### src/rtl/ram_arbiter.sv
// ram_arbiter
// Shares one single-port RAM (registered read address) between requester A
// and requester B. At most one access is granted per cycle, and bursts are
// capped at MAX_BURST consecutive grants.
//
// Optional feature macro: RAM_ARB_RR_EN
//   defined   : round-robin arbitration (the side that was not granted last wins)
//   undefined : fixed priority (A always wins an arbitration point)
//
// Ports
//   clk, rst_n                  clock, asynchronous active-low reset
//   req_x, we_x, addr_x, wdata_x  requester X access (held until granted)
//   gnt_x                       combinational grant, same cycle as req
//   rdata_x, rvalid_x           registered read return, 2 cycles after grant
//   ram_addr, ram_data, ram_we  RAM command (all zero when nothing is granted)
//   ram_q                       RAM read data for the address registered last edge

module ram_arbiter #(
  parameter int unsigned AW        = 6,
  parameter int unsigned DW        = 8,
  parameter int unsigned MAX_BURST = 4
) (
  input  logic          clk,
  input  logic          rst_n,
  input  logic          req_a,
  input  logic          we_a,
  input  logic [AW-1:0] addr_a,
  input  logic [DW-1:0] wdata_a,
  input  logic          req_b,
  input  logic          we_b,
  input  logic [AW-1:0] addr_b,
  input  logic [DW-1:0] wdata_b,
  output logic          gnt_a,
  output logic          gnt_b,
  output logic [DW-1:0] rdata_a,
  output logic [DW-1:0] rdata_b,
  output logic          rvalid_a,
  output logic          rvalid_b,
  output logic [AW-1:0] ram_addr,
  output logic [DW-1:0] ram_data,
  output logic          ram_we,
  input  logic [DW-1:0] ram_q
);

  localparam int unsigned CNT_W = 4;
  localparam logic [CNT_W-1:0] BURST_MAX = CNT_W'(MAX_BURST);
  localparam logic [CNT_W-1:0] CNT_ONE   = CNT_W'(1);

  typedef enum logic [1:0] {
    OWN_IDLE = 2'd0,
    OWN_A    = 2'd1,
    OWN_B    = 2'd2
  } owner_t;

  owner_t           owner;
  logic [CNT_W-1:0] burst_cnt;
  logic             last_b;     // 1: B was granted last, 0: A was granted last
  logic             pending_a;
  logic             pending_b;

  logic cont_a;
  logic cont_b;
  logic sel_a;
  logic sel_b;
  logic arb_a;                  // winner when both sides meet at an arbitration point

  // Arbitration policy for simultaneous requests outside a running burst
`ifdef RAM_ARB_RR_EN
  assign arb_a = last_b;
`else
  logic unused_last;
  assign arb_a       = 1'b1;
  assign unused_last = last_b;
`endif

  // Requester selection: a running burst continues first, otherwise arbitrate
  always_comb begin
    cont_a = 1'b0;
    cont_b = 1'b0;
    sel_a  = 1'b0;
    sel_b  = 1'b0;
    cont_a = (owner == OWN_A) && req_a && (burst_cnt < BURST_MAX);
    cont_b = (owner == OWN_B) && req_b && (burst_cnt < BURST_MAX);
    if (cont_a) begin
      sel_a = 1'b1;
    end else if (cont_b) begin
      sel_b = 1'b1;
    end else if (req_a && req_b) begin
      sel_a = arb_a;
      sel_b = !arb_a;
    end else begin
      sel_a = req_a;
      sel_b = req_b;
    end
  end

  // Grants are suppressed while reset is asserted
  assign gnt_a = sel_a & rst_n;
  assign gnt_b = sel_b & rst_n;

  // RAM command mux
  always_comb begin
    ram_addr = '0;
    ram_data = '0;
    ram_we   = 1'b0;
    if (gnt_a) begin
      ram_addr = addr_a;
      ram_data = wdata_a;
      ram_we   = we_a;
    end else if (gnt_b) begin
      ram_addr = addr_b;
      ram_data = wdata_b;
      ram_we   = we_b;
    end
  end

  // Ownership, burst length and last-granted tracking
  always_ff @(posedge clk or negedge rst_n) begin
    if (!rst_n) begin
      owner     <= OWN_IDLE;
      burst_cnt <= '0;
      last_b    <= 1'b1;
    end else if (gnt_a) begin
      owner     <= OWN_A;
      last_b    <= 1'b0;
      burst_cnt <= cont_a ? burst_cnt + CNT_ONE : CNT_ONE;
    end else if (gnt_b) begin
      owner     <= OWN_B;
      last_b    <= 1'b1;
      burst_cnt <= cont_b ? burst_cnt + CNT_ONE : CNT_ONE;
    end else begin
      owner     <= OWN_IDLE;
      burst_cnt <= '0;
    end
  end

  // Read return: the RAM presents data one cycle after the address edge,
  // so a read granted in N is captured at the edge ending N+1
  always_ff @(posedge clk or negedge rst_n) begin
    if (!rst_n) begin
      pending_a <= 1'b0;
      pending_b <= 1'b0;
      rvalid_a  <= 1'b0;
      rvalid_b  <= 1'b0;
      rdata_a   <= '0;
      rdata_b   <= '0;
    end else begin
      pending_a <= gnt_a & ~we_a;
      pending_b <= gnt_b & ~we_b;
      rvalid_a  <= pending_a;
      rvalid_b  <= pending_b;
      if (pending_a) begin
        rdata_a <= ram_q;
      end
      if (pending_b) begin
        rdata_b <= ram_q;
      end
    end
  end

endmodule

### config.mk
export PLATFORM = sky130hd
export DESIGN_NAME = ram_arbiter
export DESIGN_NICKNAME = d
export VERILOG_FILES = /design/src/rtl/ram_arbiter.sv
export SDC_FILE = /design/constraint.sdc
export NUM_CORES = 1
export LEC_CHECK = 0
export ABC_AREA = 1
export ABC_CLOCK_PERIOD_IN_PS = 1900
export CAP_MARGIN = 20
export CORE_MARGIN = 2
export CORE_UTILIZATION = 40
export DETAILED_ROUTE_END_ITERATION = 6
export PLACE_DENSITY = 0.95
export SLEW_MARGIN = 20
export SYNTH_ARGS = -nofsm -noshare
export SYNTH_HDL_FRONTEND = slang
export SYNTH_SLANG_ARGS = --single-unit
### constraint.sdc
create_clock -name clk -period 1.9 [get_ports clk]
set_input_delay 0.19 -clock clk [delete_from_list [all_inputs] [get_ports clk]]
set_output_delay 0.19 -clock clk [all_outputs]
set_load 0.005 [all_outputs]
== After elaboration in Yosys (flattened, before gate mapping) ==
Index checks and enable logic that the tools add are counted.
Storage, ports and cells
  input port bits: 42
  output and inout port bits: 35
  bits in latches: 0
  RAM bits: 0
  register bits: 26
  memories kept: 0
  word-level logic and storage cells: 41
  ROM bits: 0
Operators by class
  $mul: 0
  bitwise logic cells: 6
  add/sub/neg operators: 1
  mux-type cells: 18
  shifts and indexed selects: 0
  div/mod/pow operators: 0
  reductions and logical operators: 5
  magnitude comparators: 1
  equality and inequality tests: 2
Operators by type and width (count)
  2-to-1 mux 4 bit: 4
  2-to-1 mux 8 bit: 2
  2-to-1 mux 6 bit: 2
  2-to-1 mux 1 bit: 8
  logical AND 1 bit: 5
  adder 4 x 1 -> 4 bit (second input constant): 1
  bitwise AND 1 bit: 4
  less-than comparator 4 x 3 -> 1 bit (second input constant): 1
  2-to-1 mux 2 bit: 2
  equality test 2 x 1 -> 1 bit (second input constant): 1
  equality test 2 bit (second input constant): 1
  NOT 1 bit: 2

== Depth between registers and ports, before layout ==
Gate-level depths: netlist of the first run.
  depth after elaboration: 8
  depth in mapped cells: 7
  mapped depth without buffers: 6

== Least setup slack after synthesis of the first run ==
Ideal clock, no wire load.
  kind: flip-flop to output port
  start: register burst_cnt[2]
  end: output port ram_addr[0]
  buffers on the path: 1
  setup slack: 0.671 ns
  data arrival time: 1.039 ns
  stages on the path, launching flop included: 7
  required time: 1.710 ns
  path through: dfrtp_1 nor2_4 nand3_4 nand2_4 buf_8 nand3_1 nand2_1
On the way
  word-level cells in the longest chain between the ends: 7
  elaborated cells between the ends (all ways): 11
  those cells by class: 1 x order compare; 6 x mux; 2 x bitwise; 2 x reduce/logical
Ends and longest elaborated chain
  start: declaration: line 56  | logic [CNT_W-1:0] burst_cnt;
  start signal: assignment: line 126  | burst_cnt <= cont_a ? burst_cnt + CNT_ONE : CNT_ONE;
  start signal: assignment: line 130  | burst_cnt <= cont_b ? burst_cnt + CNT_ONE : CNT_ONE;
  less-than comparator 4 x 3 -> 1 bit (*): line 82, 83
  logical AND 1 bit: line 83  | cont_b = (owner == OWN_B) && req_b && (burst_cnt < BURST_MAX);
  2-to-1 mux 1 bit: line 86  | end else if (cont_b) begin
  2-to-1 mux 1 bit: line 84  | if (cont_a) begin
  bitwise AND 1 bit: line 99  | assign gnt_b = sel_b & rst_n;
  2-to-1 mux 6 bit: line 110  | end else if (gnt_b) begin
  2-to-1 mux 6 bit (*): line 106  | if (gnt_a) begin
  end: declaration: line 39  | output logic [AW-1:0] ram_addr,
Every way passes the cells marked *; elsewhere a longest branch is shown, timed or not.

== Final worst setup path of the first run ==
  start: register burst_cnt[3]
  end: output port ram_addr[5]
The elaborated chain is that of the path after synthesis.

==> flow_summary.yaml, run 1 <==
outcome:
  status: "finished clean"
logic_synthesis:
  yosys.area.top_type: "dfrtp_1"
  synth-seq-area-share_pct: 49.8
  yosys.area.top_type_share_pct: 49.8
  netlist_instances: 132
  synth-compound-area-share_pct: 0.958
  syn_area_mm2: 0.00131
  synth.area.mux_share_pct: 13.8
  ys_ff_latch: 26
  yosys_warnings: 0
  synth_area_leaders: "dfrtp_1 50%, mux2_2 14%, nand4_1 8.6%, nand3_1 6.9%, nand2_1 6.0%"
  synth_cell_type_count: 19
  yosys.area_share.adder_pct: 0.958
  synthXorXnorAreaFrac_pct: 0.670
  syn_nets: 175
  synth_top_family_by_area: "simple AND/OR/NAND/NOR gates"
  yosys.area_share.simple_pct: 26.8
  syn_area_per_cell_um2: 9.90
routing:
  num_vias: 1284
  drtPass1Iterations: 4
  drt.antenna.violating_nets: 0
  drc: 0
  drt_iter0_drc: 27
  via_per_inst: 4.90
  post_drt_wl_per_cell_um: 14.3
  totalWireLength_um: 3760
grt:
  busiest_layer: "met2"
  use_met2_pct: 38.0
  grt_pass1_vias: 1278
  gr-total-overflow: 0
  grt_pass1_wl_um: 5770
  antenna_found_initial: 0
  grt_max_degree: 19
  groute.layer.met3.usage_pct: 4.20
  grtUsageMet1_pct: 25.4
  grt_use_total_pct: 20.9
min_path:
  hold_class: "primary input to asynchronous set/reset pin"
die:
  start_util_pct: 42.4
  ios: 77
  dieHeight_um: 61.1
  dieArea_mm2: 0.00374
  dieWidth_um: 61.1
  core_mm2: 0.00308
  num_rows: 20
critical_path:
  cp_slowest_cell: "dfrtp_1"
  criticalPathCategory: "flip-flop to output pin"
  critPathLaunchType: "flip-flop"
  cpPeakStageDelay_ns: 0.43
  critPathRequiredTime_ns: 1.71
  crit_arrival_ns: 1.57
  cp-end-kind: "output pin"
  crit_chain: "nor2_4 -> nand3_4 -> buf_6 -> nand4_1 -> nand2_1 -> dlygate4sd2_1"
  crit_buf_inv: 2
  cp_max_fo: 11
  crit_family: "buffers and inverters"
sta:
  clock_skew_ns: 0.00271
  setup_tns_ns: 0
  period_needed_ns: 1.76
  setup_viol: 0
  rsz0062_at_grt: "no"
  hold_violations: 0
  setup_slack_ns: 0.136
  finalCritPeriodShare_pct: 92.9
  whs_ns: 0.229
  fmax_ghz: 0.567
  drv_slew: 0
finish:
  layout_commonest_cell: "clkdlybuf4s50_1"
  nets: 263
  antennaDiodeCount: 0
  syn_to_final_growth_pct: 69.0
  layout-drive-gt1-share_pct: 18.3
  final_cell_mix: "58 x clkdlybuf4s50_1, 26 x dfrtp_1, 21 x nand2_1"
cts:
  cts.sinks: 26
  cts.htree.levels: 1
  cts.clk_slew.worst_paths_ns: 0.12
  insertion_delay_ns: 0.31
  numCtsBuffers: 3
  cts_tree: "built"
  root_buffer: "clkbuf_4"
  clk_path_buf_depth: 2
run:
  max_cap_viol_count: 0
pwr:
  p_leak_nw: 1.06
  power_mw: 1.35
  ir_drop_mv: 0.511
  powerDensity_mw_per_mm2: 611
place:
  gp_congestion: 0.786
  dp_slack_ns: -0.103
  port_buffers: 76
  dp_hpwl_um: 2950
## per-stage QoR
stage                     std cells  cell area [um^2]  utilization [%]
after floorplan                 132              1310                -
after global placement          255              2150             70.0
after detailed placement        255              2150             70.0
after CTS                       262              2200             71.6
after global routing            262              2210             71.7
final                           262              2210             71.7
## worst min-delay path, cell delays in order
cell and delay [ns]:
buf_2 0.21, dlymetal6s4s_1 0.29, buf_4 0.22
## cells in the mapped netlist, drive strengths merged
master   n
nand2   22
a21oi    1
mux2    16
nand3   19
nor3     2
dfrtp   26
conb     1
a21boi   1
buf      9
ha       1
nand4   18
xnor2    1
nor2     6
inv      9
## final cells by class
| cell class | count | area, um^2 |
|---|---|---|
| Multi-Input combinational cell | 88 | 582 |
| Clock buffer | 3 | 22.5 |
| Tap cell | 44 | 55.1 |
| Fill cell | 222 | 871 |
| Sequential cell | 26 | 651 |
| Timing Repair Buffer | 92 | 863 |
| Inverter | 9 | 33.8 |
## power breakdown
group / internal, mW / switching [mW] / leakage (nW) / total [mW]
Sequential: 0.632 / 0.0457 / 0.323 / 0.678
Clock: 0.0741 / 0.141 / 0.0138 / 0.215
Combinational: 0.305 / 0.149 / 0.722 / 0.455
## flip-flops by register name (all words and copies together), names as in the netlist
| signal | flops |
|---|---|
| burst_cnt | 4 |
| owner | 2 |
| pending_a | 1 |
| pending_b | 1 |
| rdata_a | 8 |
| rdata_b | 8 |
| rvalid_a | 1 |
| rvalid_b | 1 |
## layer usage
layer | part of all wire [%] | wire length [um] | vias to the layer above
met1 | 40 | 1490 | 604
met2 | 54 | 2030 | 42
li1 | - | - | 630
met4 | 2.1 | 78 | 0
met5 | 0 | 0 | -
met3 | 4.2 | 157 | 8
## final timing paths
path                       slack [ns]         start      endpoint  cells past startpoint
setup / recovery                 0.14  burst_cnt[3]   ram_addr[5]                      6
hold / removal                   0.23         rst_n      owner[1]                      3
setup reg to reg                 0.66  burst_cnt[2]  burst_cnt[0]                      8
hold reg to reg                  0.52    rdata_b[0]    rdata_b[0]                      1
max in group asynchronous        1.51         rst_n      rvalid_b                      3
min in group clk                 0.23         rst_n      owner[0]                      3
## kinds of logic (layout without fill, tap and decap cells)
group,after synthesis,count (layout)
XOR/XNOR,1,1
buffers and inverters,18,104
AND/OR/NAND/NOR,67,67
AO/OA/AOI/OAI,2,2
flip-flops,26,26
other,1,1
adder cells (fa/ha/maj),1,1
multiplexers,16,16
## timing repair
item / in CTS / in global routing
hold buffers: 1 / 0
cloned: 0 / 0
setup endpoints to repair: 17 / 6
pin swaps: 1 / 0
hold endpoints to repair: 26 / 0
resized for setup: 21 / 1
setup buffers: 3 / 0
Note: power is estimated with default switching activity, not from simulation.
==> inputs of run 2 (changes only) <==
Settings changed: CAP_MARGIN 20 to unset.
==> results of run 2 <==
Same layout as run 1: the final DEF is identical, and so are final timing and power.
